### config.mk
export PLATFORM = sky130hd
export DESIGN_NAME = invader_missiles
export DESIGN_NICKNAME = d
export VERILOG_FILES = /design/src/rtl/invader_missiles.sv
export SDC_FILE = /design/constraint.sdc
export NUM_CORES = 1
export LEC_CHECK = 0
export ABC_AREA = 1
export CAP_MARGIN = 0
export CELL_PAD_IN_SITES_DETAIL_PLACEMENT = 1
export CELL_PAD_IN_SITES_GLOBAL_PLACEMENT = 1
export CORE_ASPECT_RATIO = 1.5
export CORE_UTILIZATION = 43
export CTS_CLUSTER_DIAMETER = 200
export DETAILED_ROUTE_END_ITERATION = 6
export GPL_TIMING_DRIVEN = 1
export PLACE_DENSITY_LB_ADDON = 0.1
export SYNTH_ARGS = -nofsm -noshare
export SYNTH_HDL_FRONTEND = slang
export SYNTH_SLANG_ARGS = --single-unit
### constraint.sdc
create_clock -name clk -period 6.5 [get_ports clk]
set_input_delay 1.3 -clock clk [delete_from_list [all_inputs] [get_ports clk]]
set_output_delay 1.3 -clock clk [all_outputs]
set_load 0.02 [all_outputs]
### src/rtl/invader_missiles.sv
// -----------------------------------------------------------------------------
// invader_missiles
// Invader missile engine for NUM_MISSILES independent slots. A spawn FSM picks
// a pseudo-random live invader column and launches one missile at a time into
// the lowest free slot. Active missiles fall MISSILE_STEP px per frame and are
// retired at the bottom of the screen or on a player hit, after which the slot
// waits RELOAD_FRAMES frames before it can be reused.
//
// Ports:
//   clk           system clock
//   rst           asynchronous active-high reset
//   frame         one-cycle pulse per video frame
//   enable        permits new launches (active missiles keep moving regardless)
//   invaders_x/y  formation origin
//   column_alive  bit c set when formation column c still has a live invader
//   hit           per-slot player-collision flags
//   m_x, m_y      packed missile positions, slot i at [10i+9:10i]
//   m_active      slot i currently on screen
// -----------------------------------------------------------------------------
module invader_missiles #(
    parameter int          NUM_MISSILES  = 3,
    parameter int          INVADERS_H    = 11,
    parameter int          INVADERS_V    = 5,
    parameter int          SPRITE_W      = 24,
    parameter int          SPRITE_H      = 16,
    parameter int          OFFSET_H      = 32,
    parameter int          PROJ_H        = 8,
    parameter int          RES_V         = 480,
    parameter int          MISSILE_STEP  = 4,
    parameter int          RELOAD_FRAMES = 30,
    parameter logic [15:0] SEED          = 16'hACE1
) (
    input  logic                      clk,
    input  logic                      rst,
    input  logic                      frame,
    input  logic                      enable,
    input  logic [9:0]                invaders_x,
    input  logic [9:0]                invaders_y,
    input  logic [INVADERS_H-1:0]     column_alive,
    input  logic [NUM_MISSILES-1:0]   hit,
    output logic [10*NUM_MISSILES-1:0] m_x,
    output logic [10*NUM_MISSILES-1:0] m_y,
    output logic [NUM_MISSILES-1:0]   m_active
);

    localparam int SLOT_W = (NUM_MISSILES > 1) ? $clog2(NUM_MISSILES) : 1;
    localparam int COL_W  = (INVADERS_H > 1) ? $clog2(INVADERS_H) : 1;

    localparam logic [7:0]       H8         = 8'(INVADERS_H);
    localparam logic [COL_W-1:0] COL_LAST   = COL_W'(INVADERS_H - 1);
    localparam logic [9:0]       X_CENTER   = 10'(SPRITE_W / 2);
    localparam logic [9:0]       PITCH      = 10'(OFFSET_H);
    localparam logic [9:0]       Y_BELOW    = 10'(INVADERS_V * SPRITE_H);
    localparam logic [9:0]       STEP       = 10'(MISSILE_STEP);
    localparam logic [9:0]       Y_LIMIT    = 10'(RES_V - PROJ_H);
    localparam logic [7:0]       RELOAD     = 8'(RELOAD_FRAMES);

    typedef enum logic [1:0] {
        SP_IDLE   = 2'd0,
        SP_SCAN   = 2'd1,
        SP_LAUNCH = 2'd2
    } sp_state_t;

    sp_state_t           state_q, state_d;
    logic [SLOT_W-1:0]   slot_q, slot_d;
    logic [COL_W-1:0]    col_q, col_d;
    logic [15:0]         lfsr_q, lfsr_d;
    logic [9:0]          mx_q [NUM_MISSILES];
    logic [9:0]          mx_d [NUM_MISSILES];
    logic [9:0]          my_q [NUM_MISSILES];
    logic [9:0]          my_d [NUM_MISSILES];
    logic [7:0]          cool_q [NUM_MISSILES];
    logic [7:0]          cool_d [NUM_MISSILES];
    logic [NUM_MISSILES-1:0] active_q, active_d;

    logic [NUM_MISSILES-1:0] eligible_s;
    logic [SLOT_W-1:0]       first_slot_s;
    logic [7:0]              col_mod_s;
    logic [9:0]              launch_x_s;
    logic [9:0]              launch_y_s;

    // Slot eligibility and lowest-index free slot selection.
    always_comb begin
        first_slot_s = '0;
        for (int i = 0; i < NUM_MISSILES; i++) begin
            eligible_s[i] = !active_q[i] && (cool_q[i] == 8'd0);
        end
        // Scanning downward leaves the lowest eligible index as the winner.
        for (int i = NUM_MISSILES - 1; i >= 0; i--) begin
            if (eligible_s[i]) begin
                first_slot_s = SLOT_W'(i);
            end else begin
                first_slot_s = first_slot_s;
            end
        end
    end

    // Launch position and random start column (all 10-bit truncating).
    always_comb begin
        col_mod_s  = lfsr_q[7:0] % H8;
        launch_x_s = invaders_x + (10'(col_q) * PITCH) + X_CENTER;
        launch_y_s = invaders_y + Y_BELOW;
    end

    // Next-state logic: LFSR, spawn FSM and per-slot missile updates.
    always_comb begin
        // Galois LFSR, taps 16,14,13,11, shifting right.
        if (lfsr_q[0]) begin
            lfsr_d = {1'b0, lfsr_q[15:1]} ^ 16'hB400;
        end else begin
            lfsr_d = {1'b0, lfsr_q[15:1]};
        end

        state_d = state_q;
        slot_d  = slot_q;
        col_d   = col_q;

        case (state_q)
            SP_IDLE: begin
                if (enable && (|eligible_s) && (|column_alive)) begin
                    slot_d  = first_slot_s;
                    col_d   = COL_W'(col_mod_s);
                    state_d = SP_SCAN;
                end else begin
                    state_d = SP_IDLE;
                end
            end
            SP_SCAN: begin
                // Abort has precedence so a dropped enable never launches.
                if (!enable || (column_alive == '0)) begin
                    state_d = SP_IDLE;
                end else if (column_alive[col_q]) begin
                    state_d = SP_LAUNCH;
                end else if (col_q == COL_LAST) begin
                    col_d = '0;
                end else begin
                    col_d = col_q + COL_W'(1);
                end
            end
            SP_LAUNCH: begin
                state_d = SP_IDLE;
            end
            default: begin
                state_d = SP_IDLE;
            end
        endcase

        active_d = active_q;
        for (int i = 0; i < NUM_MISSILES; i++) begin
            mx_d[i]   = mx_q[i];
            my_d[i]   = my_q[i];
            cool_d[i] = cool_q[i];
            if ((state_q == SP_LAUNCH) && (slot_q == SLOT_W'(i)) && !active_q[i]) begin
                // A fresh launch does not move even on a frame cycle.
                active_d[i] = 1'b1;
                mx_d[i]     = launch_x_s;
                my_d[i]     = launch_y_s;
            end else if (active_q[i] && hit[i]) begin
                active_d[i] = 1'b0;
                cool_d[i]   = RELOAD;
            end else if (active_q[i] && frame) begin
                if ((my_q[i] + STEP) >= Y_LIMIT) begin
                    active_d[i] = 1'b0;
                    cool_d[i]   = RELOAD;
                end else begin
                    my_d[i] = my_q[i] + STEP;
                end
            end else if (!active_q[i] && frame && (cool_q[i] != 8'd0)) begin
                cool_d[i] = cool_q[i] - 8'd1;
            end else begin
                cool_d[i] = cool_q[i];
            end
        end
    end

    // State registers with asynchronous reset.
    always_ff @(posedge clk or posedge rst) begin
        if (rst) begin
            state_q  <= SP_IDLE;
            slot_q   <= '0;
            col_q    <= '0;
            lfsr_q   <= SEED;
            active_q <= '0;
            for (int i = 0; i < NUM_MISSILES; i++) begin
                mx_q[i]   <= 10'd0;
                my_q[i]   <= 10'd0;
                cool_q[i] <= 8'd0;
            end
        end else begin
            state_q  <= state_d;
            slot_q   <= slot_d;
            col_q    <= col_d;
            lfsr_q   <= lfsr_d;
            active_q <= active_d;
            for (int i = 0; i < NUM_MISSILES; i++) begin
                mx_q[i]   <= mx_d[i];
                my_q[i]   <= my_d[i];
                cool_q[i] <= cool_d[i];
            end
        end
    end

    assign m_active = active_q;

    for (genvar g = 0; g < NUM_MISSILES; g++) begin : g_pack
        assign m_x[10*g +: 10] = mx_q[g];
        assign m_y[10*g +: 10] = my_q[g];
    end

endmodule

==> results of run 1 <==
[worst min-delay path by stage]
stage / startpoint / endpoint / slack [ns] / cells after the start
floorplan: lfsr_q[9]$_DFF_PP0_ / lfsr_q[8]$_DFF_PP0_ / 0.33 / 0
global placement: lfsr_q[9]$_DFF_PP0_ / lfsr_q[8]$_DFF_PP0_ / 0.34 / 0
detailed placement: lfsr_q[9]$_DFF_PP0_ / lfsr_q[8]$_DFF_PP0_ / 0.34 / 0
CTS: lfsr_q[8]$_DFF_PP0_ / lfsr_q[7]$_DFF_PP1_ / 0.36 / 0
global route: lfsr_q[8]$_DFF_PP0_ / lfsr_q[7]$_DFF_PP1_ / 0.37 / 0
finish: lfsr_q[8]$_DFF_PP0_ / lfsr_q[7]$_DFF_PP1_ / 0.36 / 0
[cell families (layout without fill, tap and decap cells)]
group | Yosys count | in the layout | synth area share
AO/OA/AOI/OAI | 148 | 148 | 0.133
XOR/XNOR | 32 | 32 | 0.0465
adder cells (fa/ha/maj) | 17 | 17 | 0.0344
buffers and inverters | 132 | 238 | 0.0802
flip-flops | 111 | 111 | 0.450
AND/OR/NAND/NOR | 342 | 342 | 0.256
[per-stage QoR]
stage / utilization / hold WS, ns
finish: 0.550 / 0.363
global route: 0.550 / 0.368
CTS: 0.550 / 0.364
detailed placement: 0.527 / 0.336
global placement: 0.527 / 0.342
floorplan: - / 0.331
[registers in the layout, indices dropped and copies added, names as in the netlist]
name / flops
m_x: 30
slot_q: 2
m_active: 3
cool_q: 24
state_q: 2
col_q: 4
lfsr_q: 16
m_y: 30
[synth_stat cells (all sizes together), types with 3 or more instances]
cell type	number
nand2	191
o22ai	3
o221ai	5
dfrtp	103
nand3b	4
xor2	29
ha	17
inv	119
clkbuf	12
o21ai	103
nand3	54
a31oi	7
nor4	3
nand4	8
a21oi	15
o211ai	5
nor2	59
nor3b	6
nor3	13
xnor2	3
dfstp	8
[area by class of cell]
type	instances	area, µm²	share of cell area
clock buffers	9	225	0.0291
clock inverters	7	103	0.0133
inverters	119	449	0.0581
multi-input cells	539	2910	0.376
flip-flops and latches	111	2790	0.360
well taps	192	240	0.0311
repair buffers	103	1020	0.132
[worst reg2reg max path, delay by kind of cell, from the launching register on]
| kind | cells | cell delay, ns |
|---|---|---|
| flops | 1 | 0.61 |
| fa+ha+maj | 2 | 0.37 |
| buf+inv | 5 | 0.31 |
| simple gates | 24 | 2.24 |
| compound gates | 1 | 0.17 |
[power breakdown]
part | internal, W | total [W] | switching, W
sequential | 0.000920 | 0.00112 | 0.000205
combinational | 0.000547 | 0.00132 | 0.000776
clock | 0.000342 | 0.000612 | 0.000270
total | 0.00181 | 0.00306 | 0.00125
[metal layers]
metal | global-route usage | vias to the layer above | share of wire
li1 | - | 2744 | -
met1 | 0.286 | 2815 | 0.40
met2 | 0.506 | 102 | 0.55
met3 | 0.0309 | 27 | 0.025
met4 | 0.0891 | 0 | 0.023
met5 | 0 | - | 0
==> tab_implementation.tex, run 1 <==
\begin{tabular}{lr}
\hline
Metric & Value \\
\hline
\multicolumn{2}{l}{\textbf{Floorplanning}} \\
\quad Standard cell core area & between 0.01 and 0.015 mm² \\
\quad Std-Cell Rows & between 50 and 60 \\
\quad Die H & 149 µm \\
\quad Floorplan die width & around 100 µm \\
\quad Count of boundary I/O pins & roughly 100 \\
\quad Initial Utilization & 0.440 \\
\quad Total Die Area & around 0.015 mm² \\
\multicolumn{2}{l}{\textbf{Critical path}} \\
\quad Kind of launch point of the worst setup path & register \\
\quad Endpoint kind of the worst setup timing path & register \\
\quad Worst setup endpoint & col\_q[2]\$\_DFFE\_PP0P\_ \\
\quad Cell occurring most often along the worst timing path & sky130\_fd\_sc\_hd\_\_nand2\_1 \\
\quad Top delay family on crit path & simple AND/OR/NAND/NOR gates \\
\quad Length in cells of the worst reg-to-reg path & 32 \\
\quad Worst reg2reg setup slack & roughly 2.7 ns \\
\quad Start-to-end type of the worst setup path & register to register \\
\quad Critical path depth & 32 \\
\quad Buffering stage count on the worst path with inverters included & 5 \\
\quad Crit path max-delay cell type & sky130\_fd\_sc\_hd\_\_dfstp\_2 \\
\quad Maximum fanout count along the critical path & 8 \\
\quad Source of the critical timing path & lfsr\_q[7]\$\_DFF\_PP1\_ \\
\quad Largest stage delay, worst path & about 0.61 ns \\
\quad Required @ worst endpoint & $\sim$6.8 ns \\
\quad CP arrival & slightly above 4 ns \\
\quad Crit Reg-Reg Startpoint & lfsr\_q[7]\$\_DFF\_PP1\_ \\
\quad Worst flop-to-flop path endpoint & col\_q[2]\$\_DFFE\_PP0P\_ \\
\multicolumn{2}{l}{\textbf{Clock tree}} \\
\quad \# H-tree levels & 3 \\
\quad Clock edge transition at the registers on the reported setup and hold paths & $\sim$0.070 ns \\
\quad Maximum buffer depth of the clock tree & 2 \\
\quad Hold-fix buffers, CTS & 0 \\
\quad Post-CTS setup repair buffer count & 0 \\
\quad Library cell used as clock root buffer & sky130\_fd\_sc\_hd\_\_clkbuf\_16 \\
\quad Number of clock buffers inserted by TritonCTS & 9 \\
\quad Latest clock arrival within the worst-skew pair & $\sim$0.35 ns \\
\quad Total number of clock tree sinks & about 110 \\
\quad TritonCTS clock tree & done \\
\quad Resized Gates After CTS & 0 \\
\multicolumn{2}{l}{\textbf{Synthesis}} \\
\quad Post-synthesis cell count & 782 \\
\quad Yosys cell types & 43 \\
\quad Share of synthesized area occupied by flip-flops and latches & 0.450 \\
\quad Number of warning messages in the yosys log & 0 \\
\quad Number of synthesized flops with an enable pin & 0 \\
\quad Fraction of post-synthesis cell area in the top cell type by area & 0.416 \\
\quad Top cells by area in the synthesized netlist & sky130\_fd\_sc\_hd\_\_dfrtp\_1 (42\%), sky130\_fd\_sc\_hd\_\_nand2\_1 (11\%), sky130\_fd\_sc\_hd\_\_o21ai\_0 (8.2\%) \\
\quad Mapped cell area & 0.00619 mm² \\
\quad Syn nets & between 800 and 900 \\
\quad FFs w/ async S/R, synth & 1.00 \\
\quad Top flip-flop cell by instance count after synthesis & sky130\_fd\_sc\_hd\_\_dfrtp\_1 \\
\quad Number of synthesized register bits & between 100 and 150 \\
\quad Largest area contributor in the synthesized netlist & sky130\_fd\_sc\_hd\_\_dfrtp\_1 \\
\quad Mean cell area of the mapped netlist & between 7 and 8 µm² \\
\multicolumn{2}{l}{\textbf{Placed design}} \\
\quad Weighted congestion at the end of routability-driven global placement & 0.844 \\
\quad Total placed instance area & 0.00741 mm² \\
\quad Half-perimeter wire length after detailed placement & between 10 and 15 mm \\
\quad Post-place setup slack & 2.83 ns \\
\quad Placed instance count & $\sim$1100 \\
\quad I/O Buffers & 100 \\
\multicolumn{2}{l}{\textbf{Route}} \\
\quad Vias per inst & $\sim$5.3 \\
\quad Iteration-0 DRC Markers & 205 \\
\quad WL/cell & 16.9 µm \\
\quad Number of design rule violations left after detail routing & 0 \\
\quad Number of vias after detailed routing & between 5000 and 6000 \\
\quad Number of nets still failing antenna checks after routing & 0 \\
\quad Overall routed net length & 18.3 mm \\
\quad First-pass DRT Iterations & 4 \\
\multicolumn{2}{l}{\textbf{Global route}} \\
\quad Global route total overflow & 0 \\
\quad Global Route Usage Sum & 0.260 \\
\quad Initial antenna violation count & 0 \\
\quad Vias in the first global route & roughly 6300 \\
\quad Wire length of the first global-routing pass & roughly 30 mm \\
\quad Pin count of the biggest net entering global routing & 77 \\
\multicolumn{2}{l}{\textbf{Power}} \\
\quad Reported leakage power & 3.79 nW \\
\quad IR Drop Worst-Case VDD & 0.175 mV \\
\quad Pwr Density & 396 mW/mm² \\
\quad Overall power consumption & 0.00306 W \\
\multicolumn{2}{l}{\textbf{Timing}} \\
\quad Headroom to the max-slew limit & 0.340 \\
\quad Setup repair after global routing missed its margin & no \\
\quad Minimum setup slack in the final design & $\sim$2.7 ns \\
\quad Aggregate negative setup slack & 0 ns \\
\quad Minimum clock period after layout & roughly 3.8 ns \\
\quad Final Setup Violations & 0 \\
\quad Slew at the pin closest to its max-slew limit & between 0.9 and 1 ns \\
\quad Setup clock skew after layout & 0.0122 ns \\
\quad Number of max-slew violations in the final report & 0 \\
\quad Maximum clock frequency & 0.263 GHz \\
\quad Endpoints failing hold & 0 \\
\quad Final worst path period share & 0.584 \\
\multicolumn{2}{l}{\textbf{Finish}} \\
\quad Most frequent cells in the layout & sky130\_fd\_sc\_hd\_\_nand2\_1 (174), sky130\_fd\_sc\_hd\_\_inv\_1 (113), sky130\_fd\_sc\_hd\_\_dfrtp\_1 (103) \\
\quad Area growth, synth to finish & 24.9\% \\
\quad Fill cells & $\sim$1800 \\
\quad Cell area after layout & a little under 0.008 mm² \\
\quad Ratio of cells with drive above 1 in the final layout & 0.0755 \\
\quad Most frequent standard cell in the layout excluding fill and tap cells & sky130\_fd\_sc\_hd\_\_nand2\_1 \\
\quad Final-stage net count & about 940 \\
\quad Filler-free cell count of the finished design & around 1100 \\
\quad Antenna cell count & 0 \\
\multicolumn{2}{l}{\textbf{Run}} \\
\quad Max Cap Violations & 0 \\
\multicolumn{2}{l}{\textbf{Min path}} \\
\quad Path category of the worst min-delay check & register to register \\
\multicolumn{2}{l}{\textbf{Status}} \\
\quad Run status & finished clean \\
\hline
\end{tabular}
Note: power is estimated with default switching activity, not from simulation.
==> inputs of run 2 (changes only) <==
--- a/config.mk
+++ b/config.mk
@@ -10,7 +10,7 @@
 export CELL_PAD_IN_SITES_DETAIL_PLACEMENT = 1
 export CELL_PAD_IN_SITES_GLOBAL_PLACEMENT = 1
 export CORE_ASPECT_RATIO = 1.5
-export CORE_UTILIZATION = 43
+export CORE_UTILIZATION = 40
 export CTS_CLUSTER_DIAMETER = 200
 export DETAILED_ROUTE_END_ITERATION = 6
 export GPL_TIMING_DRIVEN = 1
==> constraint.sdc (replaced) <==
create_clock -name clk -period 3.7 [get_ports clk]
set_input_delay 0.74 -clock clk [delete_from_list [all_inputs] [get_ports clk]]
set_output_delay 0.74 -clock clk [all_outputs]
set_load 0.02 [all_outputs]
==> tab_implementation.tex, run 2 (synthesis gave the netlist of run 1 again) <==
\begin{tabular}{lr}
\hline
Metric & Value \\
\hline
\multicolumn{2}{l}{\textbf{Global route}} \\
\quad Initial antenna violation count & 0 (unchanged) \\
\quad Wire length of the first global-routing pass & 29.7 mm (-2.5\%) \\
\quad Pin count of the biggest net entering global routing & 57 (-26\%) \\
\quad Global Route Usage Sum & 0.232 (-0.0277) \\
\quad Global route total overflow & 0 (unchanged) \\
\quad Vias in the first global route & 6111 (-2.3\%) \\
\multicolumn{2}{l}{\textbf{Floorplanning}} \\
\quad Standard cell core area & 0.0151 mm² (+7.7\%) \\
\quad Std-Cell Rows & 55 (+3.8\%) \\
\quad Total Die Area & 0.0160 mm² (+7.4\%) \\
\quad Die H & 154 µm (+3.6\%) \\
\quad Initial Utilization & 0.409 (-0.0314) \\
\quad Count of boundary I/O pins & 101 (unchanged) \\
\quad Floorplan die width & 104 µm (+3.6\%) \\
\multicolumn{2}{l}{\textbf{Critical path}} \\
\quad Kind of launch point of the worst setup path & register \\
\quad Largest stage delay, worst path & 0.59 ns (-0.02 ns) \\
\quad Endpoint kind of the worst setup timing path & register \\
\quad CP arrival & 3.80 ns (-0.26 ns) \\
\quad Maximum fanout count along the critical path & 6 (-2) \\
\quad Crit path max-delay cell type & sky130\_fd\_sc\_hd\_\_dfstp\_2 \\
\quad Required @ worst endpoint & 3.98 ns (-2.79 ns) \\
\quad Start-to-end type of the worst setup path & register to register \\
\multicolumn{2}{l}{\textbf{Route}} \\
\quad Overall routed net length & 18.1 mm (-1.2\%) \\
\quad Number of vias after detailed routing & 5725 (+0.65\%) \\
\quad First-pass DRT Iterations & 4 (unchanged) \\
\quad Number of nets still failing antenna checks after routing & 0 (unchanged) \\
\quad WL/cell & 16.4 µm (-2.9\%) \\
\quad Iteration-0 DRC Markers & 130 (-37\%) \\
\quad Vias per inst & 5.21 (-1.1\%) \\
\quad Number of design rule violations left after detail routing & 0 (unchanged) \\
\multicolumn{2}{l}{\textbf{Placed design}} \\
\quad Total placed instance area & 0.00744 mm² (+0.39\%) \\
\quad Half-perimeter wire length after detailed placement & 13.8 mm (-2.0\%) \\
\quad Placed instance count & 1072 (+0.75\%) \\
\quad Weighted congestion at the end of routability-driven global placement & 0.817 (-3.2\%) \\
\quad I/O Buffers & 100 (unchanged) \\
\multicolumn{2}{l}{\textbf{Timing}} \\
\quad Minimum clock period after layout & 3.52 ns (-0.272 ns) \\
\quad Final Setup Violations & 0 (unchanged) \\
\quad Endpoints failing hold & 0 (unchanged) \\
\quad Headroom to the max-slew limit & 0.574 (+0.234) \\
\quad Slew at the pin closest to its max-slew limit & 0.638 ns (-0.352 ns) \\
\quad Final worst path period share & 0.952 (+0.368) \\
\quad Setup clock skew after layout & 0.0110 ns (-0.00116 ns) \\
\quad Maximum clock frequency & 0.284 GHz (+7.7\%) \\
\quad Number of max-slew violations in the final report & 0 (unchanged) \\
\multicolumn{2}{l}{\textbf{Run}} \\
\quad Max Cap Violations & 0 (unchanged) \\
\multicolumn{2}{l}{\textbf{Finish}} \\
\quad Cell area after layout & 0.00789 mm² (+2.0\%) \\
\quad Ratio of cells with drive above 1 in the final layout & 0.108 (+0.0323) \\
\quad Area growth, synth to finish & 27.4\% \\
\quad Most frequent standard cell in the layout excluding fill and tap cells & sky130\_fd\_sc\_hd\_\_nand2\_1 \\
\quad Final-stage net count & 950 (+1.3\%) \\
\quad Antenna cell count & 0 (unchanged) \\
\quad Most frequent cells in the layout & sky130\_fd\_sc\_hd\_\_nand2\_1 (167), sky130\_fd\_sc\_hd\_\_inv\_1 (110), sky130\_fd\_sc\_hd\_\_dfrtp\_1 (103) \\
\quad Filler-free cell count of the finished design & 1099 (+1.8\%) \\
\multicolumn{2}{l}{\textbf{Clock tree}} \\
\quad Library cell used as clock root buffer & sky130\_fd\_sc\_hd\_\_clkbuf\_16 \\
\quad Maximum buffer depth of the clock tree & 2 (unchanged) \\
\quad Clock edge transition at the registers on the reported setup and hold paths & 0.08 ns (about the same) \\
\quad Total number of clock tree sinks & 111 (unchanged) \\
\quad TritonCTS clock tree & done \\
\quad Latest clock arrival within the worst-skew pair & 0.36 ns (about the same) \\
\quad Hold-fix buffers, CTS & 0 (unchanged) \\
\quad Number of clock buffers inserted by TritonCTS & 9 (unchanged) \\
\quad \# H-tree levels & 3 (unchanged) \\
\multicolumn{2}{l}{\textbf{Min path}} \\
\quad Path category of the worst min-delay check & register to register \\
\multicolumn{2}{l}{\textbf{Power}} \\
\quad IR Drop Worst-Case VDD & 0.356 mV (+100\%) \\
\quad Reported leakage power & 3.87 nW (+1.9\%) \\
\quad Overall power consumption & 0.00524 W (+71\%) \\
\quad Pwr Density & 664 mW/mm² (+68\%) \\
\multicolumn{2}{l}{\textbf{Status}} \\
\quad Run status & finished clean \\
\hline
\end{tabular}
==> run 2: report_power, final <==
group,leakage [nW],switching [W],internal [W]
registers,1.25,0.000371,0.00162
logic,2.47,0.00134,0.000959
clock network,0.144,0.000485,0.000474
==> run 2: metrics by stage <==
| step | hold WS, ns | utilization | setup slack [ns] | TNS [ns] |
|---|---|---|---|---|
| after CTS | 0.359 | 0.511 | 0.0271 | 0 |
| after floorplan | 0.331 | - | 0.0426 | 0 |
| after detailed placement | 0.339 | 0.491 | 0.0510 | 0 |
| final | 0.357 | 0.521 | 0.177 | 0 |
| after global routing | 0.369 | 0.521 | -0.0881 | -0.268 |
| after global placement | 0.344 | 0.491 | 0.353 | 0 |
==> run 2: layout make-up <==
| class | instances | area [µm²] |
|---|---|---|
| Clock inverter | 7 | 62.6 |
| Tap cell | 199 | 249 |
| Multi-Input combinational cell | 539 | 2990 |
| Sequential cell | 111 | 2790 |
| Inverter | 119 | 449 |
| Fill cell | 1879 | 7250 |
| Timing Repair Buffer | 115 | 1130 |
| Clock buffer | 9 | 225 |
==> run 2: worst max-delay path: cells and delay by family, from the launching register on <==
kind                       cells  cell delay (ns)
adders and majority gates      2             0.36
AOI/OAI and AO/OA              1             0.14
and+or+nand+nor               24             2.10
DFF                            1             0.59
buffers and inverters          5             0.27
==> run 2: what timing repair did <==
action | 4_1_cts | 5_1_grt
setup endpoints to repair | 3 | 4
setup buffers | 1 | 10
pin swaps | 0 | 14
resized for setup | 1 | 22
==> run 2: routing by layer <==
metal / GRT usage / part of all wire
met4: 0.0773 / 0.020
met2: 0.461 / 0.56
met5: 0 / 0
met3: 0.0236 / 0.019
met1: 0.254 / 0.40
==> run 2: path summary, 6_finish.rpt <==
check	from	to	slack, ns	cells after the start
setup reg to reg	lfsr_q[7]$_DFF_PP1_	col_q[2]$_DFFE_PP0P_	0.18	32
setup / recovery	lfsr_q[7]$_DFF_PP1_	col_q[2]$_DFFE_PP0P_	0.18	32
min in group asynchronous	rst	m_y[5]$_DFFE_PP0P_	0.75	2
hold / removal	lfsr_q[9]$_DFF_PP0_	lfsr_q[8]$_DFF_PP0_	0.36	0
max in group asynchronous	rst	cool_q[17]$_DFFE_PP0P_	2.26	3
hold reg to reg	lfsr_q[9]$_DFF_PP0_	lfsr_q[8]$_DFF_PP0_	0.36	0
